$ cat src/rtl/rf_wb_arbiter_if.sv
// rf_wb_arbiter_if
// Bundles the signals around the GRF write-port arbiter.
//   pipe_*  : W-stage write request (we, a3, wd, pc4) and its stall back-pressure
//   aux_*   : auxiliary long-latency writer with valid/ready handshake
//   q_*     : decode hazard query (two source registers, two hit flags)
//   rf_*    : the single GRF write port (RegWrite, A3, WD, pc4_W)
// master : the surrounding core (drives requests, observes grants)
// slave  : the arbiter itself
interface rf_wb_arbiter_if;
    logic        pipe_we;
    logic [4:0]  pipe_a3;
    logic [31:0] pipe_wd;
    logic [31:0] pipe_pc4;
    logic        pipe_stall;

    logic        aux_valid;
    logic        aux_ready;
    logic [4:0]  aux_a3;
    logic [31:0] aux_wd;
    logic [31:0] aux_pc4;

    logic [4:0]  q_a1;
    logic [4:0]  q_a2;
    logic        q_hit1;
    logic        q_hit2;

    logic        rf_we;
    logic [4:0]  rf_a3;
    logic [31:0] rf_wd;
    logic [31:0] rf_pc4;

    modport master (
        output pipe_we, pipe_a3, pipe_wd, pipe_pc4,
        output aux_valid, aux_a3, aux_wd, aux_pc4,
        output q_a1, q_a2,
        input  pipe_stall, aux_ready, q_hit1, q_hit2,
        input  rf_we, rf_a3, rf_wd, rf_pc4
    );

    modport slave (
        input  pipe_we, pipe_a3, pipe_wd, pipe_pc4,
        input  aux_valid, aux_a3, aux_wd, aux_pc4,
        input  q_a1, q_a2,
        output pipe_stall, aux_ready, q_hit1, q_hit2,
        output rf_we, rf_a3, rf_wd, rf_pc4
    );
endinterface

$ cat src/rtl/rf_wb_arbiter.sv
// rf_wb_arbiter
// Shares the single GRF write port between the W stage (priority) and an
// auxiliary long-latency writer whose results wait in a small in-order buffer.
// Ports:
//   clk : system clock, all state on posedge
//   clr : asynchronous active-low reset
//   bus : rf_wb_arbiter_if.slave (pipe / aux / hazard query / GRF write port)
// Parameters:
//   AUX_DEPTH  : auxiliary buffer entries (>=1)
//   STARVE_MAX : cycles the buffer head may be denied before the W stage stalls
module rf_wb_arbiter #(
    parameter int AUX_DEPTH  = 2,
    parameter int STARVE_MAX = 4
) (
    input logic            clk,
    input logic            clr,
    rf_wb_arbiter_if.slave bus
);
    localparam int PTR_W = (AUX_DEPTH > 1) ? $clog2(AUX_DEPTH) : 1;
    localparam int CNT_W = $clog2(AUX_DEPTH + 1);
    localparam int STV_W = $clog2(STARVE_MAX + 1);
    localparam logic [PTR_W-1:0] LAST_PTR   = PTR_W'(AUX_DEPTH - 1);
    localparam logic [CNT_W-1:0] DEPTH_CNT  = CNT_W'(AUX_DEPTH);
    localparam logic [STV_W-1:0] STARVE_LIM = STV_W'(STARVE_MAX);

    // Circular pointer advance with wrap at the last slot.
    function automatic logic [PTR_W-1:0] ptr_inc(input logic [PTR_W-1:0] p);
        if (p == LAST_PTR) begin
            return {PTR_W{1'b0}};
        end else begin
            return p + PTR_W'(1);
        end
    endfunction

    logic [4:0]       a3_q   [AUX_DEPTH];
    logic [31:0]      wd_q   [AUX_DEPTH];
    logic [31:0]      pc4_q  [AUX_DEPTH];
    logic             live_q [AUX_DEPTH];
    logic [4:0]       a3_d   [AUX_DEPTH];
    logic [31:0]      wd_d   [AUX_DEPTH];
    logic [31:0]      pc4_d  [AUX_DEPTH];
    logic             live_d [AUX_DEPTH];
    logic [PTR_W-1:0] rd_ptr_q, rd_ptr_d;
    logic [PTR_W-1:0] wr_ptr_q, wr_ptr_d;
    logic [CNT_W-1:0] cnt_q, cnt_d;
    logic [STV_W-1:0] starve_q, starve_d;

    logic        full_s, nonempty_s, pipe_req_s, force_s, head_live_s;
    logic        push_s, pop_s, pipe_wr_s;
    logic        rf_we_s, stall_s, hit1_s, hit2_s;
    logic [4:0]  rf_a3_s;
    logic [31:0] rf_wd_s, rf_pc4_s;

    assign full_s      = (cnt_q == DEPTH_CNT);
    assign nonempty_s  = (cnt_q != {CNT_W{1'b0}});
    assign pipe_req_s  = bus.pipe_we && (bus.pipe_a3 != 5'd0);
    assign force_s     = nonempty_s && (starve_q == STARVE_LIM);
    assign head_live_s = live_q[rd_ptr_q];
    // Writes to $0 complete the handshake but are dropped here.
    assign push_s      = bus.aux_valid && !full_s && (bus.aux_a3 != 5'd0);

    // Write-port grant: forced head, then pipe, then opportunistic head drain.
    always_comb begin
        rf_we_s   = 1'b0;
        rf_a3_s   = 5'd0;
        rf_wd_s   = 32'd0;
        rf_pc4_s  = 32'd0;
        stall_s   = 1'b0;
        pop_s     = 1'b0;
        pipe_wr_s = 1'b0;
        if (force_s) begin
            stall_s  = 1'b1;
            pop_s    = 1'b1;
            rf_we_s  = head_live_s;
            rf_a3_s  = a3_q[rd_ptr_q];
            rf_wd_s  = wd_q[rd_ptr_q];
            rf_pc4_s = pc4_q[rd_ptr_q];
        end else if (pipe_req_s) begin
            pipe_wr_s = 1'b1;
            rf_we_s   = 1'b1;
            rf_a3_s   = bus.pipe_a3;
            rf_wd_s   = bus.pipe_wd;
            rf_pc4_s  = bus.pipe_pc4;
        end else if (nonempty_s) begin
            // A dead head is popped with the write enable low.
            pop_s    = 1'b1;
            rf_we_s  = head_live_s;
            rf_a3_s  = a3_q[rd_ptr_q];
            rf_wd_s  = wd_q[rd_ptr_q];
            rf_pc4_s = pc4_q[rd_ptr_q];
        end else begin
            rf_we_s = 1'b0;
        end
    end

    // Buffer next state: supersede, pop, push, occupancy and starvation.
    always_comb begin
        a3_d     = a3_q;
        wd_d     = wd_q;
        pc4_d    = pc4_q;
        live_d   = live_q;
        rd_ptr_d = rd_ptr_q;
        wr_ptr_d = wr_ptr_q;
        cnt_d    = cnt_q;
        starve_d = starve_q;
        // A performed pipe write makes older buffered writes to the same register obsolete.
        for (int i = 0; i < AUX_DEPTH; i++) begin
            if (pipe_wr_s && live_q[i] && (a3_q[i] == bus.pipe_a3)) begin
                live_d[i] = 1'b0;
            end else begin
                live_d[i] = live_q[i];
            end
        end
        if (pop_s) begin
            live_d[rd_ptr_q] = 1'b0;
            rd_ptr_d         = ptr_inc(rd_ptr_q);
        end else begin
            rd_ptr_d = rd_ptr_q;
        end
        // Push last so an entry written on a supersede edge stays live.
        if (push_s) begin
            a3_d[wr_ptr_q]   = bus.aux_a3;
            wd_d[wr_ptr_q]   = bus.aux_wd;
            pc4_d[wr_ptr_q]  = bus.aux_pc4;
            live_d[wr_ptr_q] = 1'b1;
            wr_ptr_d         = ptr_inc(wr_ptr_q);
        end else begin
            wr_ptr_d = wr_ptr_q;
        end
        if (push_s && !pop_s) begin
            cnt_d = cnt_q + CNT_W'(1);
        end else if (!push_s && pop_s) begin
            cnt_d = cnt_q - CNT_W'(1);
        end else begin
            cnt_d = cnt_q;
        end
        if (!nonempty_s || pop_s) begin
            starve_d = {STV_W{1'b0}};
        end else if (starve_q != STARVE_LIM) begin
            starve_d = starve_q + STV_W'(1);
        end else begin
            starve_d = starve_q;
        end
    end

    // Buffer and counter registers.
    always_ff @(posedge clk or negedge clr) begin
        if (!clr) begin
            for (int i = 0; i < AUX_DEPTH; i++) begin
                a3_q[i]   <= 5'd0;
                wd_q[i]   <= 32'd0;
                pc4_q[i]  <= 32'd0;
                live_q[i] <= 1'b0;
            end
            rd_ptr_q <= {PTR_W{1'b0}};
            wr_ptr_q <= {PTR_W{1'b0}};
            cnt_q    <= {CNT_W{1'b0}};
            starve_q <= {STV_W{1'b0}};
        end else begin
            a3_q     <= a3_d;
            wd_q     <= wd_d;
            pc4_q    <= pc4_d;
            live_q   <= live_d;
            rd_ptr_q <= rd_ptr_d;
            wr_ptr_q <= wr_ptr_d;
            cnt_q    <= cnt_d;
            starve_q <= starve_d;
        end
    end

    // Decode hazard query against live buffered writes; $0 never hits.
    always_comb begin
        hit1_s = 1'b0;
        hit2_s = 1'b0;
        for (int i = 0; i < AUX_DEPTH; i++) begin
            if (live_q[i] && (a3_q[i] == bus.q_a1)) begin
                hit1_s = 1'b1;
            end else begin
                hit1_s = hit1_s;
            end
            if (live_q[i] && (a3_q[i] == bus.q_a2)) begin
                hit2_s = 1'b1;
            end else begin
                hit2_s = hit2_s;
            end
        end
    end

    // Outputs are held quiet while clr is asserted, even if the pipe is requesting.
    assign bus.rf_we      = clr && rf_we_s;
    assign bus.rf_a3      = rf_a3_s;
    assign bus.rf_wd      = rf_wd_s;
    assign bus.rf_pc4     = rf_pc4_s;
    assign bus.pipe_stall = clr && stall_s;
    assign bus.aux_ready  = !full_s;
    assign bus.q_hit1     = clr && hit1_s && (bus.q_a1 != 5'd0);
    assign bus.q_hit2     = clr && hit2_s && (bus.q_a2 != 5'd0);
endmodule

$ cat src/flat_wrapper.sv
// flat-port wrapper written by rule: the top's interface ports become plain ports
module rf_wb_arbiter_flat 
#(
    parameter int AUX_DEPTH  = 2,
    parameter int STARVE_MAX = 4
)
  (clk, clr, bus_pipe_we, bus_pipe_a3, bus_pipe_wd, bus_pipe_pc4, bus_aux_valid, bus_aux_a3, bus_aux_wd, bus_aux_pc4, bus_q_a1, bus_q_a2, bus_pipe_stall, bus_aux_ready, bus_q_hit1, bus_q_hit2, bus_rf_we, bus_rf_a3, bus_rf_wd, bus_rf_pc4);
  rf_wb_arbiter_if bus_i ();
  input logic clk;
  input logic clr;
  input wire logic [$bits(bus_i.pipe_we)-1:0] bus_pipe_we;
  input wire logic [$bits(bus_i.pipe_a3)-1:0] bus_pipe_a3;
  input wire logic [$bits(bus_i.pipe_wd)-1:0] bus_pipe_wd;
  input wire logic [$bits(bus_i.pipe_pc4)-1:0] bus_pipe_pc4;
  input wire logic [$bits(bus_i.aux_valid)-1:0] bus_aux_valid;
  input wire logic [$bits(bus_i.aux_a3)-1:0] bus_aux_a3;
  input wire logic [$bits(bus_i.aux_wd)-1:0] bus_aux_wd;
  input wire logic [$bits(bus_i.aux_pc4)-1:0] bus_aux_pc4;
  input wire logic [$bits(bus_i.q_a1)-1:0] bus_q_a1;
  input wire logic [$bits(bus_i.q_a2)-1:0] bus_q_a2;
  output wire logic [$bits(bus_i.pipe_stall)-1:0] bus_pipe_stall;
  output wire logic [$bits(bus_i.aux_ready)-1:0] bus_aux_ready;
  output wire logic [$bits(bus_i.q_hit1)-1:0] bus_q_hit1;
  output wire logic [$bits(bus_i.q_hit2)-1:0] bus_q_hit2;
  output wire logic [$bits(bus_i.rf_we)-1:0] bus_rf_we;
  output wire logic [$bits(bus_i.rf_a3)-1:0] bus_rf_a3;
  output wire logic [$bits(bus_i.rf_wd)-1:0] bus_rf_wd;
  output wire logic [$bits(bus_i.rf_pc4)-1:0] bus_rf_pc4;
  assign bus_i.pipe_we = bus_pipe_we;
  assign bus_i.pipe_a3 = bus_pipe_a3;
  assign bus_i.pipe_wd = bus_pipe_wd;
  assign bus_i.pipe_pc4 = bus_pipe_pc4;
  assign bus_i.aux_valid = bus_aux_valid;
  assign bus_i.aux_a3 = bus_aux_a3;
  assign bus_i.aux_wd = bus_aux_wd;
  assign bus_i.aux_pc4 = bus_aux_pc4;
  assign bus_i.q_a1 = bus_q_a1;
  assign bus_i.q_a2 = bus_q_a2;
  assign bus_pipe_stall = bus_i.pipe_stall;
  assign bus_aux_ready = bus_i.aux_ready;
  assign bus_q_hit1 = bus_i.q_hit1;
  assign bus_q_hit2 = bus_i.q_hit2;
  assign bus_rf_we = bus_i.rf_we;
  assign bus_rf_a3 = bus_i.rf_a3;
  assign bus_rf_wd = bus_i.rf_wd;
  assign bus_rf_pc4 = bus_i.rf_pc4;
  rf_wb_arbiter #(.AUX_DEPTH(AUX_DEPTH), .STARVE_MAX(STARVE_MAX)) u_core (.clk(clk), .clr(clr), .bus(bus_i));
endmodule
$ cat config.mk
export PLATFORM = sky130hd
export DESIGN_NAME = rf_wb_arbiter_flat
export DESIGN_NICKNAME = d
export VERILOG_FILES = /design/src/rtl/rf_wb_arbiter_if.sv /design/src/rtl/rf_wb_arbiter.sv /design/src/flat_wrapper.sv
export SDC_FILE = /design/constraint.sdc
export NUM_CORES = 1
export LEC_CHECK = 0
export ABC_AREA = 1
export CORE_UTILIZATION = 52
export CTS_CLUSTER_SIZE = 40
export DETAILED_ROUTE_END_ITERATION = 7
export PLACE_DENSITY = 0.85
export SYNTH_ARGS = -nofsm -noshare
export SYNTH_HDL_FRONTEND = slang
export SYNTH_SLANG_ARGS = --single-unit
$ cat constraint.sdc
create_clock -name clk -period 4.49 [get_ports clk]
set_input_delay 0.449 -clock clk [delete_from_list [all_inputs] [get_ports clk]]
set_output_delay 0.449 -clock clk [all_outputs]
set_load 0.02 [all_outputs]
* Yosys cells after proc, flatten, opt, wreduce, memory -nomap -nowiden
Cells that the tools add are included. W data, S select, Z words.
Storage, ports and cells: register bits after elaboration 147, memory bits (read-only) 0, memories kept 0, bits in latches 0, RAM bits 0, bits of input ports 152
Operators by class: shift-type cells 0, $lt $le $gt $ge 4, add/subtract/negate cells 5, bitwise logic cells 5, eq/ne operators 9, reductions and logical operators 34, div/mod/pow operators 0, muxes and demuxes 55, $mul 0
Operators with widths (count):
- $mux W32 | 13
- $bwmux W64 | 2
- $mux W5 | 7
- $demux W32 S1 | 1
- $eq A5 B5 Y1 | 6
- $logic_and A1 B1 Y1 | 22
- $mux W1 | 22
- $reduce_bool A5 Y1 | 4
- $bwmux W10 | 1
- $mux W2 | 4
- $mux W3 | 2
- $reduce_bool A2 Y1 | 3
- $demux W5 S1 | 1
- $ge A2 B2 Y1 const B | 2
- $logic_not A1 Y1 | 4
- $lt A2 B1 Y1 const B | 2
- $not A1 Y2 | 2
- $add A3 B1 Y3 const B | 1
- $eq A3 B3 Y1 const B | 1
- $ne A3 B3 Y1 const B | 1
- $add A1 B1 Y1 const B | 2
- $add A2 B1 Y2 const B | 1
- $and A2 B2 Y2 | 1
- $demux W1 S1 | 2
- other kinds (5) | 5

* Longest topological paths before layout
depth after elaboration 11, depth in mapped cells 12, depth with buffers taken out 11

* Least setup slack after synthesis
No wires, ideal clock.
path kind reg2out, start point register u_core.starve_q[0], end point output port bus_rf_pc4[0], arrival 1.741 ns, buffers on the path 1, required time 4.041 ns, cell stages (with the launch flop) 10, path slack 2.300 ns, cell sequence dfrtp_1 > inv_1 > ha_1 > nand2_1 > nor2_1 > nor2_1 > nand2_1 > nand2_1 > clkbuf_1 > o21ai_0
Between the ends: word-level cells in the longest chain between the ends 3
Ends and longest elaborated chain:
- start, declared | RTL line rf_wb_arbiter.sv:46 | logic [STV_W-1:0] starve_q, starve_d;
- start signal, assigned | RTL line rf_wb_arbiter.sv:158 | starve_q <= {STV_W{1'b0}};
- start signal, assigned | RTL line rf_wb_arbiter.sv:167 | starve_q <= starve_d;
- $eq A3 B3 Y1 | RTL line rf_wb_arbiter.sv:57 | assign force_s = nonempty_s && (starve_q == STARVE_LIM);
- $logic_and A1 B1 Y1 | RTL line rf_wb_arbiter.sv:57
- $mux W32 | RTL line rf_wb_arbiter.sv:71 | if (force_s) begin
- end, declared | RTL line flat_wrapper.sv:28 | output wire logic [$bits(bus_i.rf_pc4)-1:0] bus_rf_pc4;
Every way passes these cells.

* Worst setup path in the final report
start point register u_core.starve_q[0], end point output port bus_rf_a3[4]
Between the ends: word-level cells in the longest chain between the ends 3
Ends and longest elaborated chain:
- $eq A3 B3 Y1 | RTL line rf_wb_arbiter.sv:57
- $logic_and A1 B1 Y1 | RTL line rf_wb_arbiter.sv:57
- $mux W5 | RTL line rf_wb_arbiter.sv:71
- end, declared | RTL line flat_wrapper.sv:26 | output wire logic [$bits(bus_i.rf_a3)-1:0] bus_rf_a3;
Every way passes these cells.

==> impl_metrics.py <==
metrics = {
    "status": {
        "outcome": "finished clean",
    },
    "setup_path": {
        "endpoint_kind": "output port",
        "crit_arrival_ns": 3.24,
        "reg2reg_depth": 11,
        "crit_type": "register to output port",
        "cp_max_fo": 37,
        "cp_num_buf_inv": 3,
        "crit_path_top_delay_cell": "clkdlybuf4s50_1",
        "start_kind": "register",
        "path_cells": "inv_1 > ha_1 > nand2_1 > nor2_1 > nor2_1 > nand2_1 > nand2_2 > buf_4 > o22ai_1 > clkdlybuf4s50_1",
        "cp.depth": 10,
        "critPathTopFamily": "buffers and inverters",
        "cpPeakStageDelay_ns": 0.57,
        "required_ns": 4.04,
    },
    "sta": {
        "rsz0062_at_grt": "no",
        "hold_viol": 0,
        "setup_viol": 0,
        "fin_skew_ns": 0.005668,
        "final.setup.tns_ns": 0,
        "worstMarginPinSlew_ns": 0.9491,
        "min_period_ns": 3.690,
        "slew_headroom_pct": 36.73,
        "max_freq_ghz": 0.2710,
        "timing.final.ws_setup_ns": 0.8001,
        "drv_slew": 0,
        "fin_crit_sh_pct": 82.18,
    },
    "cells_and_area": {
        "layout-drive-gt1-share_pct": 7.042,
        "diodes": 0,
        "layout.nets": 1278,
        "area_delta_synth_final_pct": 37.32,
    },
    "global_routing": {
        "grt_pass1_wl_um": 30950,
        "grt_max_degree": 90,
        "grt-ovfl-total": 0,
        "grt_pass1_vias": 6547,
        "grt_usage_pct": 26.49,
        "grt_antenna_before_repair": 1,
    },
    "detailed_routing": {
        "viasPerCell": 5.242,
        "drtPass1Iterations": 5,
        "wl_um": 19250,
        "antenna_left": 0,
        "drc": 0,
        "vias": 6898,
        "initialDrtViolationCount": 396,
        "routedWlPerCell_um": 14.63,
    },
    "logic_synthesis": {
        "yosys.area.top_type_share_pct": 48.23,
        "syn_avg_cell_area_sq_um": 8.246,
        "synth-seq-area-share_pct": 48.23,
        "ys_seq_elements": 147,
        "syn_inst": 925,
        "yosysTopAreaCell": "dfrtp_1",
        "synth_cell_type_count": 24,
        "synth_area_leaders": "dfrtp_1 48%, nand2_1 13%, o21ai_0 9.1%",
        "synth_nets": 1080,
        "ys.warnings.count": 0,
        "synth_area_sq_um": 7627,
    },
    "floorplan": {
        "die_area_sq_um": 15160,
        "initial_utilization_pct": 54.11,
        "num_rows": 43,
        "die_w_um": 123.1,
        "die_h_um": 123.1,
        "coreArea_sq_um": 14100,
        "io_pins": 226,
    },
    "place": {
        "portBuffers": 225,
        "routabilityCongestion": 0.8869,
        "place_worst_setup_slack_ns": 0.8164,
        "dp_hpwl_um": 13260,
    },
    "clock_network": {
        "cts_htree_levels": 4,
        "post_cts_buffers": 0,
        "holdBufCountCts": 0,
        "cts.sinks": 147,
        "cts_root_buffer": "clkbuf_16",
        "cts_buffers": 17,
        "clkLatencyLatePin_ns": 0.42,
        "postCtsResizedCells": 0,
        "clkSlewWorstSetupHoldPaths_ns": 0.06,
        "cts_tree": "built",
        "cts_buffer_depth": 2,
    },
    "pwr": {
        "leakagePower_nw": 5.007,
        "vdd_drop_max_uv": 375.1,
        "power_density_nw_per_um2": 631.8,
    },
    "job": {
        "cap_violations": 0,
    },
    "min_path": {
        "hp-class": "primary input to asynchronous set/reset pin",
    },
}
-- metal layers --
metal	GRT usage [%]	up-vias	wire length, um
li1	-	3387	-
met1	32.71	3259	8090
met2	45.47	230	9619
met3	6.365	22	1249
met4	8.961	0	288
met5	0	-	0
-- synth_stat cells --
master	n
nand4_1	4
clkbuf_1	30
dfrtp_1	147
xor2_1	1
or2_1	1
a21boi_2	1
mux2i_1	65
xnor2_1	7
o22ai_1	12
inv_2	1
o21ai_1	38
buf_2	13
nor2_2	1
nand2_1	258
o21ai_2	31
nor2_1	38
o21ai_0	139
buf_1	1
nand3_1	10
nor3_1	4
a21oi_1	8
inv_1	101
buf_6	11
ha_1	3
-- worst reg2reg max path, delay by kind of cell (launching register included) --
kind / cells / cell delay, ns
simple gates: 5 / 1.00
fa+ha+maj: 2 / 0.54
flops: 1 / 0.38
compound gates: 2 / 0.22
xor+xnor: 1 / 0.15
buf+inv: 1 / 0.06
-- final timing paths --
kind | from | end | slack [ns]
setup / recovery | u_core.starve_q[0] | bus_rf_a3[4] | 0.80
hold / removal | clr | u_core.a3_q[5] | 0.04
setup reg to reg | u_core.starve_q[0] | u_core.cnt_q[1] | 2.02
hold reg to reg | u_core.pc4_q[48] | u_core.pc4_q[48] | 0.48
max in group asynchronous | clr | u_core.rd_ptr_q | 2.96
min in group clk | u_core.pc4_q[48] | u_core.pc4_q[48] | 0.48
-- area by class of cell --
type | count | area (sq um)
Multi-Input combinational cell | 621 | 3278
Sequential cell | 147 | 3682
Inverter | 102 | 382.9
Clock buffer | 17 | 425.4
Timing Repair Buffer | 234 | 2346
Fill cell | 1086 | 3622
Tap cell | 180 | 225.2
Clock inverter | 15 | 133.9
-- registers in the layout, summed over array words and instances, names as in the netlist --
| name | flops |
|---|---|
| u_core.a3_q | 10 |
| u_core.cnt_q | 2 |
| u_core.live_q | 2 |
| u_core.pc4_q | 64 |
| u_core.rd_ptr_q | 1 |
| u_core.starve_q | 3 |
| u_core.wd_q | 64 |
| u_core.wr_ptr_q | 1 |
-- logic make-up after synthesis --
group / count (synthesis) / share of synthesized area (%)
simple gates: 316 / 15.98
buf+inv: 157 / 9.022
xor+xnor: 8 / 0.9187
mux: 65 / 8.530
compound gates: 229 / 16.83
flops: 147 / 48.23
fa+ha+maj: 3 / 0.4922
-- power breakdown --
part | switching, W | internal [W] | total (W)
Sequential | 0.000501 | 0.00195 | 0.00245
Clock | 0.000567 | 0.000764 | 0.00133
Combinational | 0.00155 | 0.00129 | 0.00283
-- placed cells by master (no fill, tap or decap), types with 2 or more instances in the layout --
| master | synthesis | final |
|---|---|---|
| nand4_1 | 4 | 4 |
| clkdlybuf4s50_1 | 0 | 224 |
| nand2_1 | 258 | 256 |
| nor3_1 | 4 | 4 |
| nor2_1 | 38 | 38 |
| o21ai_0 | 139 | 139 |
| clkbuf_16 | 0 | 17 |
| o22ai_1 | 12 | 12 |
| inv_6 | 0 | 3 |
| buf_4 | 0 | 7 |
| a21oi_1 | 8 | 8 |
| clkinv_2 | 0 | 4 |
| inv_1 | 101 | 101 |
| buf_12 | 0 | 2 |
| clkinv_4 | 0 | 4 |
| xnor2_1 | 7 | 7 |
| o21ai_1 | 38 | 38 |
| ha_1 | 3 | 3 |
| o21ai_2 | 31 | 31 |
| dfrtp_1 | 147 | 146 |
| mux2i_1 | 65 | 65 |
| nand3_1 | 10 | 10 |
| clkinvlp_4 | 0 | 3 |
-- per-stage QoR --
step                cells  hold WS (ns)  utilization, %  cell area [sq um]  power [W]
CTS                  1316       0.06648           74.30              10470   0.006656
detailed placement   1284        0.4570           70.34               9915   0.005287
floorplan             925        0.1534               -               7627   0.004260
global placement     1284        0.4475           70.34               9915   0.005190
global route         1316       0.09431           74.30              10470   0.007091
finish               1316       0.04359           74.30              10470   0.006617
No activity file was read; power rests on OpenSTA's default activity.
